===== src/rtl/wb_pkg.sv =====
`default_nettype none
// ============================================================================
//  Module   : wb_pkg
//  Purpose  : Shared definitions for the Wishbone command master: FSM state
//             encoding, response status codes and default bus widths.
//  Revision : 1.0 - initial release
// ============================================================================
package wb_pkg;

    // Default bus geometry
    localparam int WB_ADDR_WIDTH_DEF = 32;
    localparam int WB_DATA_WIDTH_DEF = 32;
    localparam int WB_TIMEOUT_DEF    = 1024;

    // Response status codes
    localparam logic [1:0] WB_ST_OK      = 2'b00;
    localparam logic [1:0] WB_ST_ERR     = 2'b01;
    localparam logic [1:0] WB_ST_TIMEOUT = 2'b10;

    // Master FSM states
    typedef enum logic [1:0] {
        IDLE = 2'd0,
        BUS  = 2'd1,
        RESP = 2'd2
    } wb_state_t;

endpackage : wb_pkg
`default_nettype wire


===== src/rtl/wb_cmd_master.sv =====
`default_nettype none
// ============================================================================
//  Module   : wb_cmd_master
//  Purpose  : Wishbone classic single-access initiator. Each command accepted
//             on the cmd_* valid/ready stream becomes exactly one Wishbone
//             read or write cycle; the outcome is returned on the rsp_*
//             valid/ready stream. One command outstanding at a time.
//  Ports    : wb_clk_i/wb_rst_i      clock, async active-high reset
//             cmd_*                  command stream (we/sel/adr/dat)
//             rsp_*                  response stream (read data, status)
//             wb_*                   Wishbone classic initiator interface
//  Options  : WB_TIMEOUT_EN - when defined, a bus cycle with no ack/err is
//             aborted after C_TIMEOUT cycles with status TIMEOUT.
//  Revision : 1.0 - initial release
// ============================================================================
module wb_cmd_master
    import wb_pkg::*;
#(
    parameter int C_WB_ADDR_WIDTH = WB_ADDR_WIDTH_DEF,
    parameter int C_WB_DATA_WIDTH = WB_DATA_WIDTH_DEF,
    parameter int C_TIMEOUT       = WB_TIMEOUT_DEF
) (
    input  logic                         wb_clk_i,
    input  logic                         wb_rst_i,
    // command stream
    input  logic                         cmd_valid_i,
    output logic                         cmd_ready_o,
    input  logic                         cmd_we_i,
    input  logic [C_WB_DATA_WIDTH/8-1:0] cmd_sel_i,
    input  logic [C_WB_ADDR_WIDTH-1:0]   cmd_adr_i,
    input  logic [C_WB_DATA_WIDTH-1:0]   cmd_dat_i,
    // response stream
    output logic                         rsp_valid_o,
    input  logic                         rsp_ready_i,
    output logic [C_WB_DATA_WIDTH-1:0]   rsp_dat_o,
    output logic [1:0]                   rsp_status_o,
    // Wishbone initiator
    output logic                         wb_cyc_o,
    output logic                         wb_stb_o,
    output logic                         wb_we_o,
    output logic [C_WB_DATA_WIDTH/8-1:0] wb_sel_o,
    output logic [C_WB_ADDR_WIDTH-1:0]   wb_adr_o,
    output logic [C_WB_DATA_WIDTH-1:0]   wb_dat_o,
    input  logic [C_WB_DATA_WIDTH-1:0]   wb_dat_i,
    input  logic                         wb_ack_i,
    input  logic                         wb_err_i
);

    // Elaboration-time guard on the timeout range
    if (C_TIMEOUT < 1) begin : g_timeout_range_check
        $error("wb_cmd_master: C_TIMEOUT must be >= 1");
    end

    wb_state_t                  r_state;
    wb_state_t                  w_state_nxt;
    logic                       w_accept;
    logic                       w_end;
    logic [1:0]                 w_end_status;
    logic [C_WB_DATA_WIDTH-1:0] w_end_dat;
    logic                       w_tmo_hit;

    // cmd_ready_o is high exactly while in IDLE
    assign w_accept = (r_state == IDLE) && cmd_valid_i;

`ifdef WB_TIMEOUT_EN
    localparam int TMO_W = (C_TIMEOUT > 1) ? $clog2(C_TIMEOUT) : 1;

    logic [TMO_W-1:0] r_tmo_cnt;

    // Held at zero outside BUS, so it is zero on the first stb cycle and
    // reaches C_TIMEOUT-1 on the C_TIMEOUT-th stb cycle.
    always_ff @(posedge wb_clk_i or posedge wb_rst_i) begin
        if (wb_rst_i) begin
            r_tmo_cnt <= '0;
        end else if (r_state != BUS) begin
            r_tmo_cnt <= '0;
        end else begin
            r_tmo_cnt <= r_tmo_cnt + TMO_W'(1);
        end
    end

    assign w_tmo_hit = (r_tmo_cnt == TMO_W'(C_TIMEOUT - 1));
`else
    assign w_tmo_hit = 1'b0;
`endif

    // ------------------------------------------------------------------
    // Next-state and bus-termination decode
    // ------------------------------------------------------------------
    always_comb begin
        w_state_nxt  = r_state;
        w_end        = 1'b0;
        w_end_status = WB_ST_OK;
        w_end_dat    = '0;
        case (r_state)
            IDLE: begin
                if (w_accept) begin
                    w_state_nxt = BUS;
                end
            end
            BUS: begin
                // err beats ack; either beats a timeout on the same cycle
                if (wb_err_i) begin
                    w_end        = 1'b1;
                    w_end_status = WB_ST_ERR;
                end else if (wb_ack_i) begin
                    w_end     = 1'b1;
                    w_end_dat = wb_we_o ? '0 : wb_dat_i;
                end else if (w_tmo_hit) begin
                    w_end        = 1'b1;
                    w_end_status = WB_ST_TIMEOUT;
                end
                if (w_end) begin
                    w_state_nxt = RESP;
                end
            end
            RESP: begin
                if (rsp_ready_i) begin
                    w_state_nxt = IDLE;
                end
            end
            default: begin
                w_state_nxt = IDLE;
            end
        endcase
    end

    always_ff @(posedge wb_clk_i or posedge wb_rst_i) begin
        if (wb_rst_i) begin
            r_state <= IDLE;
        end else begin
            r_state <= w_state_nxt;
        end
    end

    // ------------------------------------------------------------------
    // Registered outputs: the strobes are decoded from the next state so
    // they line up with r_state after each edge.
    // ------------------------------------------------------------------
    always_ff @(posedge wb_clk_i or posedge wb_rst_i) begin
        if (wb_rst_i) begin
            cmd_ready_o  <= 1'b1;
            rsp_valid_o  <= 1'b0;
            rsp_dat_o    <= '0;
            rsp_status_o <= WB_ST_OK;
            wb_cyc_o     <= 1'b0;
            wb_stb_o     <= 1'b0;
            wb_we_o      <= 1'b0;
            wb_sel_o     <= '0;
            wb_adr_o     <= '0;
            wb_dat_o     <= '0;
        end else begin
            cmd_ready_o <= (w_state_nxt == IDLE);
            rsp_valid_o <= (w_state_nxt == RESP);
            wb_cyc_o    <= (w_state_nxt == BUS);
            wb_stb_o    <= (w_state_nxt == BUS);
            if (w_accept) begin
                wb_we_o  <= cmd_we_i;
                wb_sel_o <= cmd_sel_i;
                wb_adr_o <= cmd_adr_i;
                wb_dat_o <= cmd_dat_i;
            end
            if (w_end) begin
                rsp_dat_o    <= w_end_dat;
                rsp_status_o <= w_end_status;
            end
        end
    end

endmodule : wb_cmd_master
`default_nettype wire

===== config.mk =====
export PLATFORM = sky130hd
export DESIGN_NAME = wb_cmd_master
export DESIGN_NICKNAME = d
export VERILOG_FILES = /design/src/rtl/wb_pkg.sv /design/src/rtl/wb_cmd_master.sv
export SDC_FILE = /design/constraint.sdc
export NUM_CORES = 1
export LEC_CHECK = 0
export BUFFER_PORTS_ARGS = -buffer_cell sky130_fd_sc_hd__buf_4
export CORE_MARGIN = 3
export CORE_UTILIZATION = 48
export DETAILED_ROUTE_END_ITERATION = 8
export PLACE_DENSITY = 0.82
export SYNTH_ARGS = -nofsm -noshare
export SYNTH_HDL_FRONTEND = slang
export SYNTH_SLANG_ARGS = --single-unit

===== constraint.sdc =====
create_clock -name wb_clk_i -period 8.9 [get_ports wb_clk_i]
set_input_delay 0.89 -clock wb_clk_i [delete_from_list [all_inputs] [get_ports wb_clk_i]]
set_output_delay 0.89 -clock wb_clk_i [all_outputs]
set_load 0.03 [all_outputs]

==> summary.txt, run 1 <==
Timing
  • Slew headroom: 12.8%
  • Min Hold Slack: 485 ps
  • Clk_skew: 9.47 ps
  • Final period util: 23.3%
  • Unrepaired setup endpoints after global routing: no
  • Final setup vio count: 0
  • FMAX: 482 MHz
  • Worst-Margin Slew: 1310 ps
  • Crit path time final: 2070 ps
  • Max Slew Vio Count: 0
  • Setup TNS Final: 0 ps
  • Final hold violations: 0

GRT
  • Grt ovf: 0
  • Total GRT Usage: 20.6%
  • Gr busiest metal: met2
  • Routing usage on met3: 6.34%
  • First-pass GRT wire length: 15.5 mm
  • Met1 Resource Use GR: 26.0%
  • Vias in the first global route: 2972
  • Met2 usage: 34.4%
  • Largest net degree at the start of global routing: 82
  • Initial antenna violation count: 0

Placed design
  • Placed insts: 543
  • Dpl hpwl: 7.24 mm
  • IO Port Bufs: 212
  • Final GP Congestion: 0.803
  • Dpl cell area: 0.00560 mm2

Worst hold path
  • Worst hold path endpoint: rsp_dat_o[30]$_DFFE_PP0P_
  • Class of the worst hold path: flop to flop
  • Worst Min Path Start: rsp_dat_o[30]$_DFFE_PP0P_
  • Hold path depth: 1

Clock tree
  • Num CTS Buffers: 9
  • CTS tree: built
  • Hold Buf Count CTS: 0
  • Post-CTS sizing: 0
  • Clock buffer depth: 2
  • Root buf cell: clkbuf_8
  • Worst-path clk slew: 90 ps
  • Postcts setup bufs: 0
  • Clock sink count: 107
  • Clock latency on the worst-skew pair: 350 ps
  • CTS H-tree depth: 3

Die
  • Die H: 96.7 um
  • Core area: 0.00785 mm2
  • # IOs: 214
  • Die W: 96.7 um
  • Num rows: 32
  • Initial core utilization: 50.3%
  • Die area: 0.00935 mm2

Route
  • Remaining antenna violation count: 0
  • Pre-antenna DRT Iters: 4
  • Detailed Route WL: 9.48 mm
  • Via density: 4.98
  • DRC: 0
  • Starting DRT DRC Count: 49
  • Via Count: 2771
  • Wire length per cell: 17.1 um

Pwr
  • PD cells: 407 mW/mm2
  • Maximum VDD drop: 208 uV
  • Lkg Pwr: 2.90 nW

Worst setup path
  • Reg-to-reg critical path startpoint: r_state[0]$_DFF_PP0_
  • Critical Path RT: 9130 ps
  • Crit path max fanout: 69
  • Internal reg-to-reg setup slack: 6930 ps
  • Crit path arrival time: 2310 ps
  • Reg-to-reg endpoint: wb_adr_o[8]$_DFFE_PP0P_
  • R2R depth: 3
  • Critical Path End Type: flop
  • Critical path class: input port to flop
  • Worst setup SP type: input port

Yosys
  • Yosys reg bits: 107
  • Ranking of synthesized cells by area: dfrtp_1, mux2_2, a22o_1
  • Yosys top cell area share: 67.2%
  • Syn nets: 350
  • Post-Syn Area per Cell: 16.3 um2
  • Sequential-to-total area share from yosys stat: 67.8%
  • Netlist Area Pre-Place: 0.00395 mm2
  • Post-synthesis cell type count: 21
  • Cell count after synthesis: 243
  • Yosys top cell by area: dfrtp_1
  • Synth warn: 0

Layout
  • Final non-filler cell total: 556
  • Final #Nets: 559
  • Final Util: 74.0%
  • Area grow syn2layout: 47.0%
  • Final Instance Area: 0.00580 mm2
  • N_diodes: 0
  • Fraction of layout cells with a size suffix above 1: 64.1%

Outcome
  • Status: finished clean

Run
  • Max-Cap Viols: 0
## layer usage
layer,wire [um],up-vias,part of all wire (%)
li1,-,1282,-
met1,3800,1330,40
met2,4660,145,49
met3,875,14,9.2
met4,143,0,1.5
met5,0,-,0
## Yosys cell counts, drive strengths merged
| library cell | n |
|---|---|
| inv | 1 |
| nand3b | 1 |
| a21o | 1 |
| o21ai | 1 |
| nor3b | 1 |
| nor4b | 1 |
| dfrtp | 106 |
| nor2 | 5 |
| conb | 1 |
| buf | 16 |
| nand2 | 3 |
| o21a | 1 |
| dfstp | 1 |
| a22o | 32 |
| nor2b | 1 |
| nor3 | 1 |
| mux2 | 69 |
| mux2i | 1 |
## worst max-delay path: stages
cell and delay (ps):
buf_4 90, nor3b_4 150, buf_4 690, mux2_2 420
## cell type report
cell class / count / area, um2
Multi-Input combinational cell: 119 / 1180
Sequential cell: 107 / 2680
Fill cell: 538 / 2040
Inverter: 1 / 6.26
Clock buffer: 10 / 138
Tap cell: 102 / 128
Clock inverter: 3 / 65.1
Timing Repair Buffer: 214 / 1610
## sequential cells by signal (all words and copies together) (netlist names)
| name | count |
|---|---|
| cmd_ready_o | 1 |
| r_state | 2 |
| rsp_dat_o | 32 |
| rsp_status_o | 1 |
| rsp_valid_o | 1 |
| wb_adr_o | 32 |
| wb_dat_o | 32 |
| wb_sel_o | 4 |
| wb_stb_o | 1 |
| wb_we_o | 1 |
## logic make-up after synthesis
kind of cell / after synthesis / share of synthesized area (%)
AOI/OAI and AO/OA: 35 / 7.60
buffers and inverters: 17 / 2.47
DFF: 107 / 67.8
muxes: 70 / 19.9
other: 1 / 0.0950
and+or+nand+nor: 13 / 2.06
## cell usage in the layout, fill, tap and decap left out, drive strengths merged, types with 2 or more instances in the layout
| master | n |
|---|---|
| nand2 | 3 |
| mux2 | 69 |
| nor2 | 5 |
| dfrtp | 106 |
| buf | 214 |
| bufinv | 2 |
| a22o | 32 |
| clkbuf | 10 |
## power breakdown
part	total, mW	leakage, nW	internal [mW]	switching [mW]
sequential	0.848	1.31	0.712	0.136
clock	0.307	0.104	0.161	0.145
combinational	1.21	1.48	0.507	0.699
total	2.36	2.90	1.38	0.981
## stage by stage
step / power, mW / setup WS (ps)
2_1_floorplan: 1.59 / 5190
3_3_place_gp: 2.04 / 6510
3_5_place_dp: 2.08 / 6450
4_1_cts: 2.38 / 6830
5_1_grt: 2.47 / 6760
6_report: 2.36 / 6830
## worst max-delay path by stage
stage,from,end,slack [ps],depth (start not counted)
5_1_grt,wb_err_i,rsp_dat_o[6]$_DFFE_PP0P_,6760,3
4_1_cts,wb_err_i,rsp_dat_o[9]$_DFFE_PP0P_,6830,3
3_3_place_gp,cmd_valid_i,wb_adr_o[10]$_DFFE_PP0P_,6510,4
6_report,cmd_valid_i,wb_adr_o[8]$_DFFE_PP0P_,6830,4
3_5_place_dp,wb_err_i,rsp_dat_o[9]$_DFFE_PP0P_,6450,3
2_1_floorplan,wb_rst_i,r_state[0]$_DFF_PP0_,5190,1
No activity file was read; power rests on OpenSTA's default activity.
==> run 2: changes to the inputs <==
--- a/config.mk
+++ b/config.mk
@@ -7,9 +7,9 @@
 export LEC_CHECK = 0
 export BUFFER_PORTS_ARGS = -buffer_cell sky130_fd_sc_hd__buf_4
 export CORE_MARGIN = 3
-export CORE_UTILIZATION = 48
+export CORE_UTILIZATION = 44
 export DETAILED_ROUTE_END_ITERATION = 8
-export PLACE_DENSITY = 0.82
+export PLACE_DENSITY = 0.76
 export SYNTH_ARGS = -nofsm -noshare
 export SYNTH_HDL_FRONTEND = slang
 export SYNTH_SLANG_ARGS = --single-unit
==> constraint.sdc (replaced) <==
create_clock -name wb_clk_i -period 2.15 [get_ports wb_clk_i]
set_input_delay 0.215 -clock wb_clk_i [delete_from_list [all_inputs] [get_ports wb_clk_i]]
set_output_delay 0.215 -clock wb_clk_i [all_outputs]
set_load 0.03 [all_outputs]
==> run 2 against run 1 <==
Register-to-register slack lost 6400 ps. Critical path type is now flop to flop. Die area grew 8.5%. Clock skew grew 8.8 ps. Largest cell class unchanged. Sequential power grew to 4.1 times the previous value. Combinational power grew to 4.1 times the previous value. Utilization shrank 4.4 points. Cell area grew 1.5%. Global-route usage shrank 2.1 points. Sequential share of layout area shrank 0.69 points.
==> summary.txt, run 2 (synthesized netlist as in run 1, its figures left out) <==
Outcome
  • Status: finished clean

Worst setup path
  • Reg-to-reg critical path startpoint: r_state[0]$_DFF_PP0_
  • Crit path arrival time: 1810 ps (-500 ps)
  • Crit path max fanout: 69 (unchanged)
  • Buffers and inverters on the worst path: 1 (-1)
  • Critical Path Slowest Stage Cell: dfrtp_1
  • Cells along the critical path: nor3b_4 > buf_12 > mux2_2
  • Max stage delay on crit path: 460 ps (-230 ps)
  • R2R depth: 3 (unchanged)
  • Family with the most delay on the worst path: flip-flops
  • Critical Path End Type: flop
  • Critical Path RT: 2380 ps (-6750 ps)
  • Critical path class: flop to flop
  • Internal reg-to-reg setup slack: 570 ps (-6360 ps)
  • Reg-to-reg endpoint: wb_dat_o[21]$_DFFE_PP0P_
  • Worst setup SP type: flop

Clock tree
  • Clock sink count: 107 (unchanged)
  • Postcts setup bufs: 0 (unchanged)
  • Root buf cell: clkbuf_8
  • Num CTS Buffers: 9 (unchanged)
  • CTS H-tree depth: 3 (unchanged)
  • Worst-path clk slew: 90 ps (about the same)
  • Clock latency on the worst-skew pair: 350 ps (about the same)
  • Clock buffer depth: 2 (unchanged)
  • CTS tree: built

GRT
  • Vias in the first global route: 2892 (-2.7%)
  • Total GRT Usage: 18.5% (-2.1 points)
  • Grt ovf: 0 (unchanged)
  • First-pass GRT wire length: 14.7 mm (-5.3%)
  • Initial antenna violation count: 0 (unchanged)
  • Largest net degree at the start of global routing: 70 (-15%)

Timing
  • Max Slew Vio Count: 0 (unchanged)
  • Crit path time final: 1580 ps
  • Worst-Margin Slew: 625 ps (-684 ps)
  • Clk_skew: 18.2 ps (+8.76 ps)
  • FMAX: 632 MHz
  • Slew headroom: 58.3% (+45 points)
  • Final setup vio count: 0 (unchanged)
  • Final hold violations: 0 (unchanged)
  • Unrepaired setup endpoints after global routing: no
  • Setup TNS Final: 0 ps (unchanged)
  • Setup ws final: 567 ps (-6260 ps)
  • Final period util: 73.6%
  • Min Hold Slack: 84.2 ps (-400 ps)

Run
  • Max-Cap Viols: 0 (unchanged)

Die
  • Die area: 0.0101 mm2 (+8.5%)
  • Die W: 101 um (+4.2%)
  • Die H: 101 um (+4.2%)
  • # IOs: 214 (unchanged)
  • Core area: 0.00846 mm2 (+7.9%)
  • Initial core utilization: 46.7% (-3.7 points)
  • Num rows: 33 (+3.1%)

Placed design
  • Dpl cell area: 0.00569 mm2 (+1.6%)
  • IO Port Bufs: 212 (unchanged)
  • Setup WS pre-CTS: 566 ps (-5890 ps)
  • Dpl hpwl: 7.14 mm (-1.4%)
  • Final GP Congestion: 0.749 (-6.8%)

Layout
  • Biggest regs: rsp_dat_o x32, wb_adr_o x32, wb_dat_o x32
  • Fraction of layout cells with a size suffix above 1: 64.4% (+0.27 points)
  • Final Instance Area: 0.00589 mm2 (+1.5%)
  • Highest-count cells in the layout ignoring fill and taps: buf_4, dfrtp_1, mux2_2, a22o_1
  • FILL cells: 596 (+11%)
  • Area grow syn2layout: 49.2%
  • N_diodes: 0 (unchanged)
  • Final #Nets: 566 (+1.3%)
  • Leading cell type in the layout, fill and taps excluded: buf_4

Pwr
  • Power Total: 9.67 mW (+310%)
  • Maximum VDD drop: 814 uV (+290%)
  • PD cells: 1640 mW/mm2 (+300%)
  • Lkg Pwr: 2.93 nW (+1.1%)

Route
  • DRC: 0 (unchanged)
  • Via Count: 2773 (+0.072%)
  • Wire length per cell: 16.5 um (-3.0%)
  • Detailed Route WL: 9.40 mm (-0.91%)
  • Starting DRT DRC Count: 56 (+14%)
  • Remaining antenna violation count: 0 (unchanged)
  • Pre-antenna DRT Iters: 4 (unchanged)
  • Via density: 4.88 (-2.0%)

Worst hold path
  • Worst hold path endpoint: rsp_dat_o[18]$_DFFE_PP0P_
  • Class of the worst hold path: input port to flop
  • Hold path depth: 2 (+1)
  • Worst Min Path Start: wb_dat_i[18]
-- run 2: how the worst max path moves through the flow --
stage                                           to  slack, ps  cells after the start                 start
after floorplan            wb_adr_o[0]$_DFFE_PP0P_        640                      5  r_state[0]$_DFF_PP0_
after global placement    wb_adr_o[22]$_DFFE_PP0P_        600                      3  r_state[0]$_DFF_PP0_
after detailed placement  wb_dat_o[10]$_DFFE_PP0P_        570                      3  r_state[0]$_DFF_PP0_
after CTS                 wb_adr_o[15]$_DFFE_PP0P_        560                      3  r_state[0]$_DFF_PP0_
after global routing      wb_dat_o[24]$_DFFE_PP0P_        490                      3  r_state[0]$_DFF_PP0_
final                     wb_dat_o[21]$_DFFE_PP0P_        570                      3  r_state[0]$_DFF_PP0_
-- run 2: metal layers --
metal | track usage (%) | vias up | part of all wire (%)
met5 | 0 | - | 0
met3 | 6.16 | 11 | 12
met1 | 22.9 | 1313 | 39
li1 | - | 1298 | -
met2 | 30.6 | 151 | 48
met4 | 6.01 | 0 | 1.2
-- run 2: cell type report --
| class | count | area (um2) | area share, % |
|---|---|---|---|
| clock buffers | 11 | 141 | 2.40 |
| clock inverters | 4 | 51.3 | 0.871 |
| inverters | 1 | 7.51 | 0.127 |
| multi-input cells | 119 | 1180 | 20.1 |
| flip-flops and latches | 107 | 2680 | 45.5 |
| well taps | 105 | 131 | 2.23 |
| repair buffers | 221 | 1700 | 28.8 |
-- run 2: metrics by stage --
step,instances,utilization (%)
after floorplan,243,-
after global placement,552,67.2
after detailed placement,552,67.2
after CTS,568,69.6
after global routing,568,69.6
final,568,69.6
-- run 2: report_power, final --
part | switching, mW | internal (mW)
registers | 0.522 | 2.95
logic | 2.88 | 2.14
clock network | 0.621 | 0.565
total | 4.02 | 5.65
-- run 2: what timing repair did --
item / in CTS / in global routing
setup endpoints to repair: 0 / 0
hold buffers: 1 / 0
endpoints found under the hold margin: 24 / 0
resized for setup: 0 / 0
-- run 2: worst register-to-register path: stages (launching register included) --
cell and delay, ps:
dfrtp_1 460, nor3b_4 250, buf_12 350, mux2_2 420
